===== src/rtl/pulse_issue.sv =====
// Multi-channel timed pulse issue unit: per-channel command FIFOs fire their head when qclk_in reaches its time.
// Optional build macro PULSE_ISSUE_LATE_FIRE_EN: late heads fire (fields update, cstrobe pulses) instead of being dropped.
module pulse_issue #(
  parameter int DATA_WIDTH       = 32,
  parameter int ENV_WORD_WIDTH   = 24,
  parameter int PHASE_WORD_WIDTH = 14,
  parameter int FREQ_WORD_WIDTH  = 24,
  parameter int AMP_WORD_WIDTH   = 16,
  parameter int N_CHAN           = 2,
  parameter int QUEUE_DEPTH      = 4,
  parameter int CHAN_W           = (N_CHAN > 1) ? $clog2(N_CHAN) : 1
) (
  input  logic                                 clk,
  input  logic                                 reset,
  input  logic [DATA_WIDTH-1:0]                qclk_in,
  input  logic                                 flush,
  input  logic                                 cmd_valid,
  output logic                                 cmd_ready,
  input  logic [CHAN_W-1:0]                    cmd_chan,
  input  logic [DATA_WIDTH-1:0]                cmd_time,
  input  logic [3:0]                           cmd_field_en,
  input  logic [ENV_WORD_WIDTH-1:0]            cmd_env,
  input  logic [PHASE_WORD_WIDTH-1:0]          cmd_phase,
  input  logic [FREQ_WORD_WIDTH-1:0]           cmd_freq,
  input  logic [AMP_WORD_WIDTH-1:0]            cmd_amp,
  output logic [N_CHAN*ENV_WORD_WIDTH-1:0]     env_addr_out,
  output logic [N_CHAN*PHASE_WORD_WIDTH-1:0]   phase_out,
  output logic [N_CHAN*FREQ_WORD_WIDTH-1:0]    freq_out,
  output logic [N_CHAN*AMP_WORD_WIDTH-1:0]     amp_out,
  output logic [N_CHAN-1:0]                    cstrobe_out,
  output logic [N_CHAN-1:0]                    late_out,
  output logic [N_CHAN-1:0]                    queue_empty
);

  localparam int PTR_W = $clog2(QUEUE_DEPTH) + 1;

`ifdef PULSE_ISSUE_LATE_FIRE_EN
  localparam bit LATE_FIRE = 1'b1;
`else
  localparam bit LATE_FIRE = 1'b0;
`endif

  typedef struct packed {
    logic [DATA_WIDTH-1:0]       t;
    logic [3:0]                  en;     // {amp, freq, phase, env}
    logic [AMP_WORD_WIDTH-1:0]   amp;
    logic [FREQ_WORD_WIDTH-1:0]  freq;
    logic [PHASE_WORD_WIDTH-1:0] phase;
    logic [ENV_WORD_WIDTH-1:0]   env;
  } cmd_t;

  cmd_t                      w_cmd;
  logic [N_CHAN-1:0]         w_full;
  logic [(1<<CHAN_W)-1:0]    w_full_pad;
  logic                      w_chan_ok;

  assign w_cmd = '{t: cmd_time, en: cmd_field_en, amp: cmd_amp,
                   freq: cmd_freq, phase: cmd_phase, env: cmd_env};

  // Out-of-range channels are accepted and dropped, so they never see a full queue.
  assign w_chan_ok = ({1'b0, cmd_chan} < (CHAN_W+1)'(N_CHAN));

  always_comb begin
    w_full_pad              = '0;
    w_full_pad[N_CHAN-1:0]  = w_full;
  end

  assign cmd_ready = !flush && !(w_chan_ok && w_full_pad[cmd_chan]);

  for (genvar c = 0; c < N_CHAN; c++) begin : g_chan
    cmd_t                        r_mem [QUEUE_DEPTH];
    logic [PTR_W-1:0]            r_wr;
    logic [PTR_W-1:0]            r_rd;
    logic [ENV_WORD_WIDTH-1:0]   r_env;
    logic [PHASE_WORD_WIDTH-1:0] r_phase;
    logic [FREQ_WORD_WIDTH-1:0]  r_freq;
    logic [AMP_WORD_WIDTH-1:0]   r_amp;
    logic                        r_strobe;
    logic                        r_late;

    cmd_t                        w_head;
    logic [DATA_WIDTH-1:0]       w_d;
    logic                        w_push;
    logic                        w_fire;
    logic                        w_late;
    logic                        w_pop;
    logic                        w_load;

    assign queue_empty[c] = (r_wr == r_rd);
    assign w_full[c]      = (r_wr[PTR_W-1] != r_rd[PTR_W-1]) &&
                            (r_wr[PTR_W-2:0] == r_rd[PTR_W-2:0]);

    assign w_push = cmd_valid && cmd_ready && w_chan_ok && (cmd_chan == CHAN_W'(c));
    assign w_head = r_mem[r_rd[PTR_W-2:0]];

    // Modular difference read as signed: MSB set means the head's time has passed.
    assign w_d    = w_head.t - qclk_in;
    assign w_fire = !queue_empty[c] && (w_d == '0);
    assign w_late = !queue_empty[c] && w_d[DATA_WIDTH-1];
    assign w_pop  = !flush && (w_fire || w_late);
    assign w_load = !flush && (w_fire || (LATE_FIRE && w_late));

    // NOTE: queue storage is deliberately not reset; the pointers alone decide which entries are valid.
    always_ff @(posedge clk) begin
      if (w_push) r_mem[r_wr[PTR_W-2:0]] <= w_cmd;
    end

    always_ff @(posedge clk) begin
      if (!reset) begin
        r_wr     <= '0;
        r_rd     <= '0;
        r_env    <= '0;
        r_phase  <= '0;
        r_freq   <= '0;
        r_amp    <= '0;
        r_strobe <= 1'b0;
        r_late   <= 1'b0;
      end else if (flush) begin
        r_wr     <= '0;
        r_rd     <= '0;
        r_strobe <= 1'b0;
        r_late   <= 1'b0;
      end else begin
        if (w_push) r_wr <= r_wr + PTR_W'(1);
        if (w_pop)  r_rd <= r_rd + PTR_W'(1);
        r_strobe <= w_load;
        r_late   <= w_late;
        if (w_load) begin
          if (w_head.en[0]) r_env   <= w_head.env;
          if (w_head.en[1]) r_phase <= w_head.phase;
          if (w_head.en[2]) r_freq  <= w_head.freq;
          if (w_head.en[3]) r_amp   <= w_head.amp;
        end
      end
    end

    assign env_addr_out[c*ENV_WORD_WIDTH +: ENV_WORD_WIDTH]     = r_env;
    assign phase_out[c*PHASE_WORD_WIDTH +: PHASE_WORD_WIDTH]    = r_phase;
    assign freq_out[c*FREQ_WORD_WIDTH +: FREQ_WORD_WIDTH]       = r_freq;
    assign amp_out[c*AMP_WORD_WIDTH +: AMP_WORD_WIDTH]          = r_amp;
    assign cstrobe_out[c]                                       = r_strobe;
    assign late_out[c]                                          = r_late;
  end

endmodule


===== config.mk =====
export PLATFORM = sky130hd
export DESIGN_NAME = pulse_issue
export DESIGN_NICKNAME = d
export VERILOG_FILES = /design/src/rtl/pulse_issue.sv
export SDC_FILE = /design/constraint.sdc
export NUM_CORES = 1
export LEC_CHECK = 0
export ABC_CLOCK_PERIOD_IN_PS = 11600
export CORE_ASPECT_RATIO = 2
export CORE_UTILIZATION = 63
export DETAILED_ROUTE_END_ITERATION = 6
export PLACE_DENSITY = 0.9
export REMOVE_ABC_BUFFERS = 1
export SYNTH_ARGS = -nofsm -noshare
export SYNTH_HDL_FRONTEND = slang
export SYNTH_SLANG_ARGS = --single-unit

===== constraint.sdc =====
create_clock -name clk -period 11.6 [get_ports clk]
set_input_delay 1.16 -clock clk [delete_from_list [all_inputs] [get_ports clk]]
set_output_delay 1.16 -clock clk [all_outputs]
set_load 0.05 [all_outputs]

==> results of run 1 <==
## area by class of cell
| cell class | instances | area (sq um) | share of cell area [%] |
|---|---|---|---|
| Multi-Input combinational cell | 1230 | 12400 | 24.3 |
| Timing Repair Buffer | 347 | 3420 | 6.69 |
| Antenna cell | 6 | 15.0 | 0.0294 |
| Sequential cell | 1088 | 30900 | 60.5 |
| Clock inverter | 51 | 634 | 1.24 |
| Clock buffer | 113 | 2370 | 4.63 |
| Tap cell | 897 | 1120 | 2.19 |
| Inverter | 59 | 221 | 0.433 |
## worst min-delay path: stages, from the launching register on
cell and delay (ps):
dfxtp_1 330, mux2i_1 60, nor2b_1 90
## how the worst min path moves through the flow
stage / startpoint / endpoint / slack, ps / cells after the start
5_1_grt: g_chan[0].r_rd[2]$_SDFFE_PP0P_ / g_chan[0].r_rd[2]$_SDFFE_PP0P_ / 550 / 2
6_report: g_chan[0].r_env[2]$_SDFFE_PN0P_ / g_chan[0].r_env[2]$_SDFFE_PN0P_ / 520 / 2
4_1_cts: g_chan[0].r_env[8]$_SDFFE_PN0P_ / g_chan[0].r_env[8]$_SDFFE_PN0P_ / 530 / 2
3_5_place_dp: g_chan[0].r_env[2]$_SDFFE_PN0P_ / g_chan[0].r_env[2]$_SDFFE_PN0P_ / 510 / 2
3_3_place_gp: g_chan[0].r_rd[2]$_SDFFE_PP0P_ / g_chan[0].r_rd[2]$_SDFFE_PP0P_ / 480 / 2
2_1_floorplan: g_chan[0].r_rd[2]$_SDFFE_PP0P_ / g_chan[0].r_rd[2]$_SDFFE_PP0P_ / 470 / 2
## registers in the layout, summed over array words and instances, names as in the netlist, named ones only
register,count
g_chan.r_mem,912
g_chan.r_env,48
g_chan.r_freq,48
g_chan.r_amp,32
g_chan.r_phase,28
g_chan.r_rd,6
g_chan.r_wr,6
g_chan.r_late,2
g_chan.r_strobe,2
## synthesized netlist by cell type (49+ instances only)
cell type and count:
nor2_1 60, edfxtp_1 912, dfxtp_1 176, ha_1 72
o21ai_0 49, mux2i_1 171, nand2_1 77, inv_1 59
mux4_2 228, nor2b_1 167, a21oi_1 77, clkbuf_1 101
## layer usage
| layer | track usage (%) | vias up | part of all wire, % |
|---|---|---|---|
| met5 | 0 | - | 0.034 |
| met4 | 18.6 | 6 | 5.8 |
| met3 | 6.00 | 303 | 7.4 |
| met2 | 59.9 | 1340 | 54 |
| met1 | 36.3 | 12500 | 33 |
| li1 | - | 10500 | - |
## where the power goes
group / switching, uW / internal, uW
clock network: 1420 / 1680
registers: 8.96 / 4260
logic: 259 / 164
## stage by stage
stage | power (uW) | util (%) | setup WS (ps) | instances | cell area (sq um)
2_1_floorplan | 4570 | - | 587 | 2377 | 43500
3_3_place_gp | 4750 | 69.8 | 4220 | 3621 | 48100
3_5_place_dp | 4770 | 69.8 | 4140 | 3621 | 48100
4_1_cts | 7810 | 74.2 | 4080 | 3785 | 51100
5_1_grt | 7970 | 74.2 | 3770 | 3790 | 51100
6_report | 7780 | 74.2 | 4150 | 3791 | 51100
## layout by cell type, fill, tap and decap left out, drive strengths merged, types with 11 or more instances in the layout
| cell type | synthesis | final |
|---|---|---|
| or3 | 11 | 11 |
| clkinv | 0 | 34 |
| mux4 | 228 | 228 |
| o21a | 17 | 17 |
| clkdlybuf4s50 | 0 | 312 |
| dfxtp | 176 | 176 |
| clkbuf | 101 | 113 |
| nor3b | 15 | 15 |
| mux2i | 171 | 171 |
| nor2 | 60 | 60 |
| nand4 | 24 | 24 |
| nand3 | 13 | 13 |
| and2 | 13 | 13 |
| nor2b | 167 | 167 |
| edfxtp | 912 | 912 |
| o211ai | 16 | 16 |
| a21o | 14 | 14 |
| buf | 20 | 35 |
| xor2 | 17 | 17 |
| a21oi | 78 | 78 |
| ha | 72 | 72 |
| o21ai | 49 | 49 |
| nand2b | 19 | 19 |
| nand2 | 77 | 77 |
| nor4 | 13 | 13 |
| xnor2 | 26 | 26 |
| inv | 59 | 64 |
| nor3 | 27 | 27 |
## logic make-up (layout without fill, tap and decap cells)
logic type,count (synthesis),count (layout),synth area share (%)
AND/OR/NAND/NOR,471,471,6.09
flip-flops,1088,1088,70.1
multiplexers,401,401,15.6
XOR/XNOR,43,43,0.855
adder cells (fa/ha/maj),72,72,2.04
other,0,6,0
buffers and inverters,180,570,1.72
AO/OA/AOI/OAI,243,243,3.56
==> impl_metrics.env, run 1 <==
export IMPL_syn_inst=2498
export IMPL_worstPathArrival_ps=8000
export IMPL_die_w_microns=189
export IMPL_clkLatencyLatePin_ps=700
export IMPL_grt_max_degree=115
export IMPL_hpwl_mm=71.8
export IMPL_worstPathCellList="buf_12 > buf_4 > mux4_2 > ha_1 > nand2_1 > o21ai_0 > nand2_1 > and4b_1 > or4b_1 > or4_1 > or4_1 > or4_1 > nor4_4 > buf_4 > mux2i_1 > nor2b_1"
export IMPL_first_pass_iters=7
export IMPL_drt_iter0_drc=2186
export IMPL_drc=2
export IMPL_nNetsFinal=3036
export IMPL_status="complete, but fails checks"
export IMPL_cpMostUsedCell="or4_1"
export IMPL_rows=136
export IMPL_async_flop_share_pct=0
export IMPL_die_height_microns=376
export IMPL_clk_pin_slew_ps=80
export IMPL_cp_num_cells=16
export IMPL_rsz0062_at_grt="no"
export IMPL_htree_levels=3
export IMPL_ant_nets=0
export IMPL_place_congestion=0.913
export IMPL_clock_fmax_ghz=0.134
export IMPL_drive_above_1_share_pct=15.0
export IMPL_cts_buffer_depth=3
export IMPL_crit_required_ps=12150
export IMPL_cts_tree="built"
export IMPL_synth_edf_count=912
export IMPL_yosys_area_top_type="edfxtp_1"
export IMPL_cts_root_buf="clkbuf_16"
export IMPL_grtUsageTotal_pct=33.1
export IMPL_fillers=3896
export IMPL_whs_ps=524
export IMPL_ctsHoldBuffers=0
export IMPL_crit_type="reg2reg"
export IMPL_min_period_ps=7450
export IMPL_first_global_vias=26400
export IMPL_crit_buf_inv=3
export IMPL_core_area_sq_mm=0.0689
export IMPL_area_growth_pct=16.1
export IMPL_finClkSkew_ps=38.4
export IMPL_r2r_end="g_chan[1].r_freq[23]$_SDFFE_PN0P_"
export IMPL_end_kind="flip-flop"
export IMPL_place_port_buffers=313
export IMPL_min_path_type="reg2reg"
export IMPL_r2r_slack_ps=4150
export IMPL_antenna_found_initial=9
export IMPL_reg2reg_depth=16
export IMPL_cts_sinks=1088
export IMPL_crit_fanout=70
export IMPL_cts_resized=0
export IMPL_hold_viol=0
export IMPL_synth_ff_type="edfxtp_1"
export IMPL_grt_ovfl_total=0
export IMPL_wl_mm=115
export IMPL_ir_drop_v=0.000167
export IMPL_cpPeakStageDelay_ps=840
export IMPL_tightestPinTransition_ps=1050
export IMPL_synth_top_area_share_pct=62.1
export IMPL_start_kind="flip-flop"
export IMPL_crit_slowest_cell="or4_1"
export IMPL_finalSetupViolCount=0
export IMPL_critPathTopFamily="simple AND/OR/NAND/NOR gates"
export IMPL_avgSynthCellArea_sq_um=17.6
export IMPL_setup_tns_ps=0
export IMPL_wl_per_cell_microns=30.4
export IMPL_vias=24600
export IMPL_viasPerCell=6.49
export IMPL_max_cap_viol_count=0
export IMPL_ys_warn_count=0
export IMPL_ys_ff_latch=1088
export IMPL_p_leak_uw=0.0161
export IMPL_min_period_over_period_pct=64.2
export IMPL_relSlewSlack_pct=29.9
export IMPL_grt_pass1_wl_mm=168
export IMPL_cts_made_buffers=87
export IMPL_violations="design-rule violations"
export IMPL_synthTopCellsByArea="edfxtp_1 (62%), mux4_2 (12%), dfxtp_1 (8.0%)"
export IMPL_slew_violations=0
export IMPL_cp_endpoint="g_chan[1].r_freq[23]$_SDFFE_PN0P_"
export IMPL_p_per_area_mw_per_mm2=152
export IMPL_start_util_pct=63.9
export IMPL_cts_setup_buffers=0
export IMPL_seq_area_frac_synth_pct=70.1
export IMPL_io_pins=314
export IMPL_netlist_area_sq_mm=0.0441
export IMPL_die_area_sq_mm=0.0711
export IMPL_yosysUniqueCellTypes=69
(Power assumes the default switching activity.)
==> run 2: changes to the inputs <==
Settings changed: ABC_CLOCK_PERIOD_IN_PS 11600 to 7300, CORE_UTILIZATION 63 to 59, PLACE_DENSITY 0.9 to 0.85.
Clock period 11.6 ns to 7.3 ns, I/O delays scaled along.
==> impl_metrics.env, run 2 (same netlist as run 1, synthesis figures left out) <==
export IMPL_status="complete, no violations"
export IMPL_core_area_sq_mm=0.0739
export IMPL_layout_common_cells="edfxtp_1 (912), clkdlybuf4s50_1 (312), mux4_2 (228)"
export IMPL_cts_sinks=1088
export IMPL_min_from="g_chan[0].r_amp[15]$_SDFFE_PN0P_"
export IMPL_crit_required_ps=7850
export IMPL_crit_fanout=24
export IMPL_die_w_microns=195
export IMPL_io_pins=314
export IMPL_place_port_buffers=313
export IMPL_start_kind="flip-flop"
export IMPL_first_global_vias=25600
export IMPL_grt_ovfl_total=0
export IMPL_clk_pin_slew_ps=70
export IMPL_htree_levels=3
export IMPL_vias=24200
export IMPL_largest_reg_flops=912
export IMPL_rows=141
export IMPL_min_path_type="reg2reg"
export IMPL_cts_setup_buffers=0
export IMPL_fin_cells=3841
export IMPL_viasPerCell=6.29
export IMPL_end_kind="flip-flop"
export IMPL_hpwl_mm=73.0
export IMPL_grt_max_degree=116
export IMPL_finClkSkew_ps=22.2
export IMPL_drt_iter0_drc=1976
export IMPL_ant_nets=0
export IMPL_p_leak_uw=0.0162
export IMPL_min_period_ps=6430
export IMPL_cts_made_buffers=89
export IMPL_placedCellCount=3674
export IMPL_antenna_found_initial=12
export IMPL_wl_mm=109
export IMPL_clkLatencyLatePin_ps=670
export IMPL_ir_drop_v=0.000253
export IMPL_die_height_microns=389
export IMPL_fillers=4589
export IMPL_setup_tns_ps=0
export IMPL_cts_tree="built"
export IMPL_die_area_sq_mm=0.0759
export IMPL_seq_area_sq_mm=0.0309
export IMPL_final_core_util_pct=69.5
export IMPL_place_congestion=0.919
export IMPL_drc=0
export IMPL_max_cap_viol_count=0
export IMPL_first_pass_iters=5
export IMPL_final_common_cell="edfxtp_1"
export IMPL_worstPathArrival_ps=6980
export IMPL_tightestPinTransition_ps=1070
export IMPL_area_growth_pct=16.6
export IMPL_start_util_pct=59.6
export IMPL_hold_viol=0
export IMPL_drive_above_1_share_pct=15.5
export IMPL_wl_per_cell_microns=28.4
export IMPL_rsz0062_at_grt="no"
export IMPL_cts_resized=0
export IMPL_min_period_over_period_pct=88.1
export IMPL_crit_type="reg2reg"
export IMPL_relSlewSlack_pct=28.8
export IMPL_slew_violations=0
export IMPL_grt_pass1_wl_mm=161
export IMPL_cts_buffer_depth=3
export IMPL_clock_fmax_ghz=0.156
export IMPL_cts_root_buf="clkbuf_16"
export IMPL_multi_input_area_sq_mm=0.0124
export IMPL_p_per_area_mw_per_mm2=240
export IMPL_nNetsFinal=3059
export IMPL_grtUsageTotal_pct=29.4
export IMPL_ctsHoldBuffers=0
export IMPL_finalSetupViolCount=0
export IMPL_whs_ps=521
-- run 2: cell types whose count changed in the layout (fill, tap and decap cells not counted), moves of 2 or more --
cell / delta
buf_12: +2
clkinvlp_4: +6
clkinv_1: +2
clkbuf_16: +2
clkinv_8: -3
diode_2: -2
clkinv_4: -2
buf_4: +19
clkinv_2: -5
-- run 2: path summary, 6_finish.rpt --
| path | to | slack (ps) | cells after the start |
|---|---|---|---|
| worst min-delay path | g_chan[0].r_amp[15]$_SDFFE_PN0P_ | 520 | 2 |
| worst min register to register | g_chan[0].r_amp[15]$_SDFFE_PN0P_ | 520 | 2 |
| worst max register to register | g_chan[1].r_freq[6]$_SDFFE_PN0P_ | 870 | 14 |
| worst max-delay path | g_chan[1].r_freq[6]$_SDFFE_PN0P_ | 870 | 14 |
-- run 2: metrics by stage --
stage                     setup WS (ps)  cell area [sq um]  total power, uW
after floorplan                   -3710              43500             7270
after global placement              944              48400             7560
after detailed placement            882              48400             7580
after CTS                           862              51400            12400
after global routing                729              51400            12600
final                               872              51400            12300
-- run 2: worst max-delay path: stages, from the launching register on --
cell and delay (ps):
dfxtp_4 700, mux4_2 590, ha_1 360, nor2b_1 200, o211a_1 240, o21ai_0 300
a21oi_1 220, or4b_1 590, or4_1 540, or4_1 600, or4_1 800, nor4_4 270
buf_4 460, mux2i_1 280, nor2b_1 70
-- run 2: area by class of cell --
| type | count | share of cell area (%) |
|---|---|---|
| Clock buffer | 113 | 4.67 |
| Multi-Input combinational cell | 1230 | 24.2 |
| Tap cell | 929 | 2.26 |
| Inverter | 59 | 0.431 |
| Sequential cell | 1088 | 60.2 |
| Timing Repair Buffer | 368 | 7.02 |
| Antenna cell | 4 | 0.0195 |
| Clock inverter | 50 | 1.17 |
-- run 2: layer usage --
layer / track usage, % / part of all wire, % / vias to the layer above
met5: 0 / 0.094 / -
met4: 13.7 / 4.4 / 16
met3: 5.20 / 6.0 / 231
met2: 52.5 / 54 / 956
met1: 34.3 / 36 / 12400
li1: - / - / 10500
-- run 2: report_power, final --
group / leakage, uW / switching, uW / internal [uW]
sequential: 0.00966 / 13.4 / 6770
combinational: 0.00512 / 408 / 263
clock: 0.00144 / 2170 / 2710
